==> config.mk <==
export PLATFORM = sky130hd
export DESIGN_NAME = gray_rd_arbiter
export DESIGN_NICKNAME = d
export VERILOG_FILES = /design/src/rtl/lbp_pkg.sv /design/src/rtl/rr_pick2.sv /design/src/rtl/gray_rd_arbiter.sv
export SDC_FILE = /design/constraint.sdc
export NUM_CORES = 1
export LEC_CHECK = 0
export CAP_MARGIN = 20
export CORE_UTILIZATION = 35
export CTS_CLUSTER_DIAMETER = 200
export DETAILED_ROUTE_END_ITERATION = 10
export HOLD_SLACK_MARGIN = 0.15
export PLACE_DENSITY = 0.77
export SYNTH_ARGS = -nofsm -noshare
export SYNTH_HDL_FRONTEND = slang
export SYNTH_HIERARCHICAL = 1
export SYNTH_SLANG_ARGS = --single-unit
==> constraint.sdc <==
create_clock -name clk -period 2.3 [get_ports clk]
set_clock_uncertainty 0.1 [all_clocks]
set_input_delay 0.23 -clock clk [delete_from_list [all_inputs] [get_ports clk]]
set_output_delay 0.23 -clock clk [all_outputs]
set_load 0.01 [all_outputs]
==> src/rtl/lbp_pkg.sv <==
// Shared constants and FSM state encoding for the LBP gray-image read path.
package lbp_pkg;

    localparam int GRAY_ADDR_W    = 14;
    localparam int GRAY_DATA_W    = 8;
    localparam int BURST_MAX_DFLT = 9;

    typedef enum logic [1:0] {
        IDLE = 2'd0,
        GNT0 = 2'd1,
        GNT1 = 2'd2
    } arb_state_e;

endpackage

==> src/rtl/rr_pick2.sv <==
// Two-way round-robin picker: prio_i breaks the tie when both clients request.
module rr_pick2
    import lbp_pkg::*;
(
    input  logic req0_i,
    input  logic req1_i,
    input  logic prio_i,
    output logic win_o,
    output logic any_o
);

    always_comb begin
        any_o = req0_i | req1_i;
        win_o = (req0_i && req1_i) ? prio_i : req1_i;
    end

endmodule

==> src/rtl/gray_rd_arbiter.sv <==
// Shares the single gray-image read port between two LBP window engines,
// round-robin with a per-tenure burst cap, and steers read returns back.
//
// state | meaning
// IDLE  | no owner
// GNT0  | client 0 owns the port
// GNT1  | client 1 owns the port
module gray_rd_arbiter
    import lbp_pkg::*;
#(
    parameter int ADDR_W    = GRAY_ADDR_W,
    parameter int DATA_W    = GRAY_DATA_W,
    parameter int BURST_MAX = BURST_MAX_DFLT
) (
    input  logic              clk,
    input  logic              reset,
    input  logic              gray_ready,
    output logic              gray_req,
    output logic [ADDR_W-1:0] gray_addr,
    input  logic [DATA_W-1:0] gray_data,
    input  logic              c0_req,
    input  logic [ADDR_W-1:0] c0_addr,
    input  logic              c1_req,
    input  logic [ADDR_W-1:0] c1_addr,
    output logic              c0_gnt,
    output logic              c1_gnt,
    output logic              c0_rvalid,
    output logic              c1_rvalid,
    output logic [DATA_W-1:0] c0_rdata,
    output logic [DATA_W-1:0] c1_rdata,
    output logic              busy
);

    localparam int CNT_W = $clog2(BURST_MAX + 1);

    arb_state_e       state_q, state_d, oth_state;
    logic             prio_q, prio_d;
    logic [CNT_W-1:0] cnt_q, cnt_d, cnt_inc;
    logic             inflight_q, owner_q;
    logic             c0_gnt_q, c1_gnt_q;
    logic             pick_win, pick_any;
    logic             own_idx, own_req, oth_req, beat;

    rr_pick2 u_pick (
        .req0_i (c0_req),
        .req1_i (c1_req),
        .prio_i (prio_q),
        .win_o  (pick_win),
        .any_o  (pick_any)
    );

    always_comb begin
        own_idx   = (state_q == GNT1);
        own_req   = own_idx ? c1_req : c0_req;
        oth_req   = own_idx ? c0_req : c1_req;
        oth_state = own_idx ? GNT0 : GNT1;
        beat      = (state_q != IDLE) && own_req && gray_ready;
        cnt_inc   = cnt_q + CNT_W'(1);
    end

    always_comb begin
        state_d = state_q;
        prio_d  = prio_q;
        cnt_d   = cnt_q;
        case (state_q)
            IDLE: begin
                cnt_d = '0;
                if (gray_ready && pick_any) begin
                    state_d = pick_win ? GNT1 : GNT0;
                end
            end
            GNT0, GNT1: begin
                if (!own_req) begin
                    state_d = oth_req ? oth_state : IDLE;
                    prio_d  = ~own_idx;
                    cnt_d   = '0;
                end else if (beat) begin
                    // Burst cap reached: yield only if the other client is waiting.
                    if (cnt_inc == CNT_W'(BURST_MAX)) begin
                        cnt_d = '0;
                        if (oth_req) begin
                            state_d = oth_state;
                            prio_d  = ~own_idx;
                        end
                    end else begin
                        cnt_d = cnt_inc;
                    end
                end
            end
            default: begin
                state_d = IDLE;
                cnt_d   = '0;
            end
        endcase
    end

    always_ff @(posedge clk) begin
        if (reset) begin
            state_q    <= IDLE;
            prio_q     <= 1'b0;
            cnt_q      <= '0;
            inflight_q <= 1'b0;
            owner_q    <= 1'b0;
            c0_gnt_q   <= 1'b0;
            c1_gnt_q   <= 1'b0;
        end else begin
            state_q    <= state_d;
            prio_q     <= prio_d;
            cnt_q      <= cnt_d;
            inflight_q <= beat;
            if (beat) begin
                owner_q <= own_idx;
            end
            c0_gnt_q   <= (state_d == GNT0);
            c1_gnt_q   <= (state_d == GNT1);
        end
    end

    // Returns follow the beat's issuer, even if ownership moved in between.
    always_comb begin
        gray_req  = beat;
        gray_addr = beat ? (own_idx ? c1_addr : c0_addr) : '0;
        c0_gnt    = c0_gnt_q;
        c1_gnt    = c1_gnt_q;
        c0_rvalid = inflight_q && !owner_q;
        c1_rvalid = inflight_q && owner_q;
        c0_rdata  = c0_rvalid ? gray_data : '0;
        c1_rdata  = c1_rvalid ? gray_data : '0;
        busy      = (state_q != IDLE) || inflight_q;
    end

endmodule

Yosys cells after proc, flatten, opt, wreduce, memory -nomap -nowiden
Index checks and enable logic that the tools add are counted.

word-level totals
  bits in registers = 11

cells by class
  add/sub/neg operators = 1
  bitwise operators = 4
  muxes and demuxes = 21
  equal/unequal tests = 8
  reduce and logical (&&, ||, !) cells = 13

operators with widths
  operator             number
  $mux 14              2
  $mux 2               8
  $mux 8               2
  $mux 1               7
  $logic_and 1x1->1    6
  $ne 2x1->1 const B   3
  $add 4x1->4 const B  1
  $eq 2x1->1 const B   2
  $eq 2x2->1 const B   2
  $eq 4x4->1 const B   1
  $mux 4               1
  $pmux 2 s2           1
  $reduce_and 4->1     1
  $not 1->1            3
  $reduce_or 3->1      1
  $logic_not 2->1      1
  $reduce_bool 2->1    1
  $reduce_or 2->1      1
  $logic_not 1->1      1
  $logic_or 1x1->1     1
  $or 1x1->1           1

Depth between registers and ports, before layout
  depth after elaboration = 8
  depth in mapped cells = 8
  depth with buffers taken out = 8

Hierarchy
Netlist, hierarchy kept.

modules (own cells, without submodules)
  module           area an instance (sq um)  cells each  seq. area each (sq um)  times used
  gray_rd_arbiter  1,082.3                   144         220.2                   1
  rr_pick2         17.5                      3           0.0                     1

Least setup slack after synthesis
No wires, ideal clock.

  path kind = register -> register
  start = reg state_q[1]
  end = reg c1_gnt_q, in the netlist c1_gnt
  cell stages (with the launch flop) = 9
  slack = 489 ps
  arrival time = 1,619 ps
  required time = 2,108 ps
  setup time = 92 ps
  period minus slack after synthesis = 1,811 ps
  buffers on the path = 0
  cell sequence = dfxtp_1 > inv_1 > ha_1 > nor2b_2 > and4_4 > a41o_4 > and3_1 > o21bai_2 > nor4_1

on the way
  cells in the longest elaborated chain, start to end = 8
  elaborated cells between the ends (all ways) = 18
  classes of those cells = eq/ne (3); mux (10); reduce/logical (5)

RTL lines
  what                                                line                                          text
  start, declared                                     gray_rd_arbiter.sv:36                         arb_state_e state_q, state_d, oth_state;
  start signal, assigned                              gray_rd_arbiter.sv:107                        state_q <= state_d;
  $eq 2x2->1                                          gray_rd_arbiter.sv:53, gray_rd_arbiter.sv:65
  $mux 2 (tied with other cells)                      gray_rd_arbiter.sv:56                         oth_state = own_idx ? GNT0 : GNT1;
  $mux 2 / $logic_and 1x1->1 (equally long branches)  gray_rd_arbiter.sv:81, gray_rd_arbiter.sv:57
  $mux 2 / $logic_and 1x1->1 (equally long branches)  gray_rd_arbiter.sv:79, gray_rd_arbiter.sv:57
  $mux 2                                              gray_rd_arbiter.sv:77                         end else if (beat) begin
  $mux 2                                              gray_rd_arbiter.sv:73                         if (!own_req) begin
  $pmux 2 s2 *                                        gray_rd_arbiter.sv:65                         case (state_q)
  $eq 2x2->1 *                                        gray_rd_arbiter.sv:115                        c1_gnt_q <= (state_d == GNT1);
  end signal, assigned                                gray_rd_arbiter.sv:115
  end, declared                                       gray_rd_arbiter.sv:40                         logic c0_gnt_q, c1_gnt_q;

Mark *: on every way between the ends. The rest lies on a longest branch, timed or not.
A chain may end at the register's enable or synchronous reset.

Worst setup path in the final report
  start = reg state_q[0]
  end = out gray_addr[6]

on the way
  cells in the longest elaborated chain, start to end = 5
  elaborated cells between the ends (all ways) = 7
  classes of those cells = eq/ne (1); mux (3); reduce/logical (3)

RTL lines
  what                            line                    text
  $eq 2x2->1                      gray_rd_arbiter.sv:53   own_idx = (state_q == GNT1);
  $mux 1                          gray_rd_arbiter.sv:54   own_req = own_idx ? c1_req : c0_req;
  $logic_and 1x1->1 (2 in a row)  gray_rd_arbiter.sv:57   beat = (state_q != IDLE) && own_req && gray_ready;
  $mux 14 *                       gray_rd_arbiter.sv:122  gray_addr = beat ? (own_idx ? c1_addr : c0_addr) : '0;
  end, declared                   gray_rd_arbiter.sv:19   output logic [ADDR_W-1:0] gray_addr,

Marks and branches as above.

==> results_dict.tcl <==
set metrics [dict create \
    route.detailed.drc 1 \
    peakVddDrop_mv 0.1774 \
    diodes 0 \
    dp.cells 263 \
    grt_pass1_wl_um 5658 \
    rsz0062_at_grt "no" \
    drv_cap 0 \
    synth_edf_count 0 \
    clk_pin_slew_ns 0.08 \
    placed_area_mm2 0.001932 \
    crit_path_max_fanout 20 \
    yosysTopAreaCell "dfxtp_1" \
    clockRootBuffer "clkbuf_4" \
    critPathBufInv 3 \
    start_kind "flip-flop" \
    slew_viol_final 0 \
    avgSynthCellArea_um2 7.482 \
    clk_path_buf_depth 2 \
    num_io_pins 77 \
    p_per_area_mw_per_mm2 337.5 \
    leakagePower_nw 0.8470 \
    fp.dieH_um 58.06 \
    cpMaxStageDelayCell "mux2_2" \
    setup_slack_ns 0.1387 \
    clk_latency_ns 0.28 \
    outcome "finished with violations" \
    finalSetupViolCount 0 \
    ys_async_sr_fraction_pct 0 \
    slew_headroom_pct 78.19 \
    antenna_found_initial 0 \
    area_growth_pct 77.59 \
    port_buffers 76 \
    post_drt_wl_per_cell_um 12.74 \
    crit_type "flip-flop to primary output" \
    crit_chain "inv_2 > ha_2 > mux2_2 > nand2_2 > buf_12 > nor2_1 > dlygate4sd2_1" \
    dieArea_mm2 0.003370 \
    grt_overflow 0 \
    holdWs_ns 0.4035 \
    netlist_area_mm2 0.001100 \
    dpl.hpwl_um 2687 \
    floorplan.initialDensity_pct 38.23 \
    cp_top_family "buffers and inverters" \
    cts_hold_buf 0 \
    design_area_mm2 0.001953 \
    synth_top_area_share_pct 20.02 \
    route.vias.total 1342 \
    num_rows 19 \
    core_area_mm2 0.002877 \
    yosysMostFrequentCell "nor2_1" \
    grt_max_degree 22 \
    ys_top_cells_by_area "dfxtp_1 20%, mux2i_1 14%, nor2_1 7.2%" \
    p_total_uw 659.2 \
    die_width_um 58.06 \
    final_util_pct 67.90 \
    cts_tree "yes" \
    pre_cts_slack_ns 0.1142 \
    violations "DRC" \
    syn-instance-count 147 \
    numCtsBuffers 3 \
    final.min_clock_period_ns 2.161 \
    arrival_ns 1.83 \
    yosys_most_used_dff "dfxtp_1" \
    num-nets-final 272 \
    tns_ns 0 \
    htree_levels 1 \
    worst_pin_slew_ns 0.3267 \
    viasPerCell 5.026 \
    yosysUniqueCellTypes 42 \
    ys_seq_elements 11 \
    fin_crit_sh_pct 93.97 \
    fmax_mhz 462.7 \
    postSynthNetCount 193 \
    slowest_delay_ns 0.36 \
    ant_nets 0 \
    yosys-top-cells-count "21 x nor2_1, 15 x mux2i_1, 12 x and2_1, 12 x nand2_1, 11 x dfxtp_1" \
    dr.pass1.iters 7 \
    hold_viol_final 0 \
    ys_seq_area_share_pct 20.02 \
    fill_cells 251 \
    grt_pass1_vias 1309 \
    cp.required_ns 1.97 \
    end_kind "primary output" \
    yosysWarnings 6 \
    final_cells 267 \
    hold_class "flip-flop to flip-flop" \
    drive_gt1_share_pct 12.00 \
    grt.total_usage_pct 21.57 \
    gp_congestion 0.8931 \
    clock-sinks 11 \
    drt_iter0_markers 62 \
    routed_wl_um 3402 \
]
==> cell families after synthesis <==
family | share of synthesized area (%)
adder cells (fa/ha/maj) | 5.688
XOR/XNOR | 1.593
flip-flops | 20.02
buffers and inverters | 6.257
AND/OR/NAND/NOR | 34.70
multiplexers | 14.68
AO/OA/AOI/OAI | 17.07
==> report_power, final <==
| group | switching [mW] | internal [mW] | total (mW) |
|---|---|---|---|
| Sequential | 0.0113 | 0.203 | 0.214 |
| Combinational | 0.133 | 0.172 | 0.305 |
| Clock | 0.0720 | 0.0673 | 0.139 |
| Total | 0.216 | 0.443 | 0.659 |
==> layout by cell type, fill, tap and decap left out, types with 2 or more instances in the layout <==
master,instances
nor2_1,21
dfxtp_2,2
a21oi_1,6
o22ai_1,2
inv_1,7
dfxtp_1,9
clkbuf_4,3
buf_4,5
nor2b_2,2
a211oi_1,3
o21ai_0,4
ha_1,4
nand2_1,11
and2_1,12
clkdlybuf4s50_1,61
nand2b_1,2
dlygate4sd2_1,14
and3_1,10
or2_1,2
mux2i_1,15
==> final timing paths <==
path / startpoint / end / slack (ns) / cells after the start
max: state_q[0] / gray_addr[6] / 0.14 / 7
min reg2reg: cnt_q[1] / cnt_q[1] / 0.40 / 2
min: cnt_q[1] / cnt_q[1] / 0.40 / 2
max reg2reg: state_q[1] / c0_gnt / 0.29 / 9
==> final cells by class <==
class | count | area (µm²) | area share, %
inverter | 8 | 30.03 | 1.537
clock buffer | 4 | 26.28 | 1.345
multi-input combinational | 120 | 818.3 | 41.90
tap | 42 | 52.55 | 2.691
sequential | 11 | 222.7 | 11.40
timing repair buffer | 82 | 803.3 | 41.13
==> registers in the layout (all words and copies together), names as in the netlist <==
register and count:
c1_gnt 1, state_q 2, prio_q 1, inflight_q 1
owner_q 1, cnt_q 4, c0_gnt 1
==> worst register-to-register path, stage by stage (launching register included) <==
cell     delay [ns]
dfxtp_2        0.36
inv_1          0.08
ha_1           0.24
nor2b_2        0.08
buf_4          0.15
and4_4         0.16
a41o_4         0.27
a32o_1         0.26
nor2_2         0.12
and3_1         0.16
==> layer usage <==
| metal | wire length, µm | global-route usage (%) | vias to the layer above |
|---|---|---|---|
| li1 | - | - | 665 |
| met1 | 1409 | 26.73 | 597 |
| met2 | 1626 | 35.30 | 71 |
| met3 | 281 | 4.911 | 9 |
| met4 | 84 | 10.20 | 0 |
| met5 | 0 | 0 | - |
==> what timing repair did <==
action	4_1_cts	5_1_grt
setup buffers	0	0
endpoints found under the setup margin	16	6
gates resized for setup	18	3
hold endpoints to repair	0	0
pin swaps	0	0
Power figures use the tool's default switching activity.
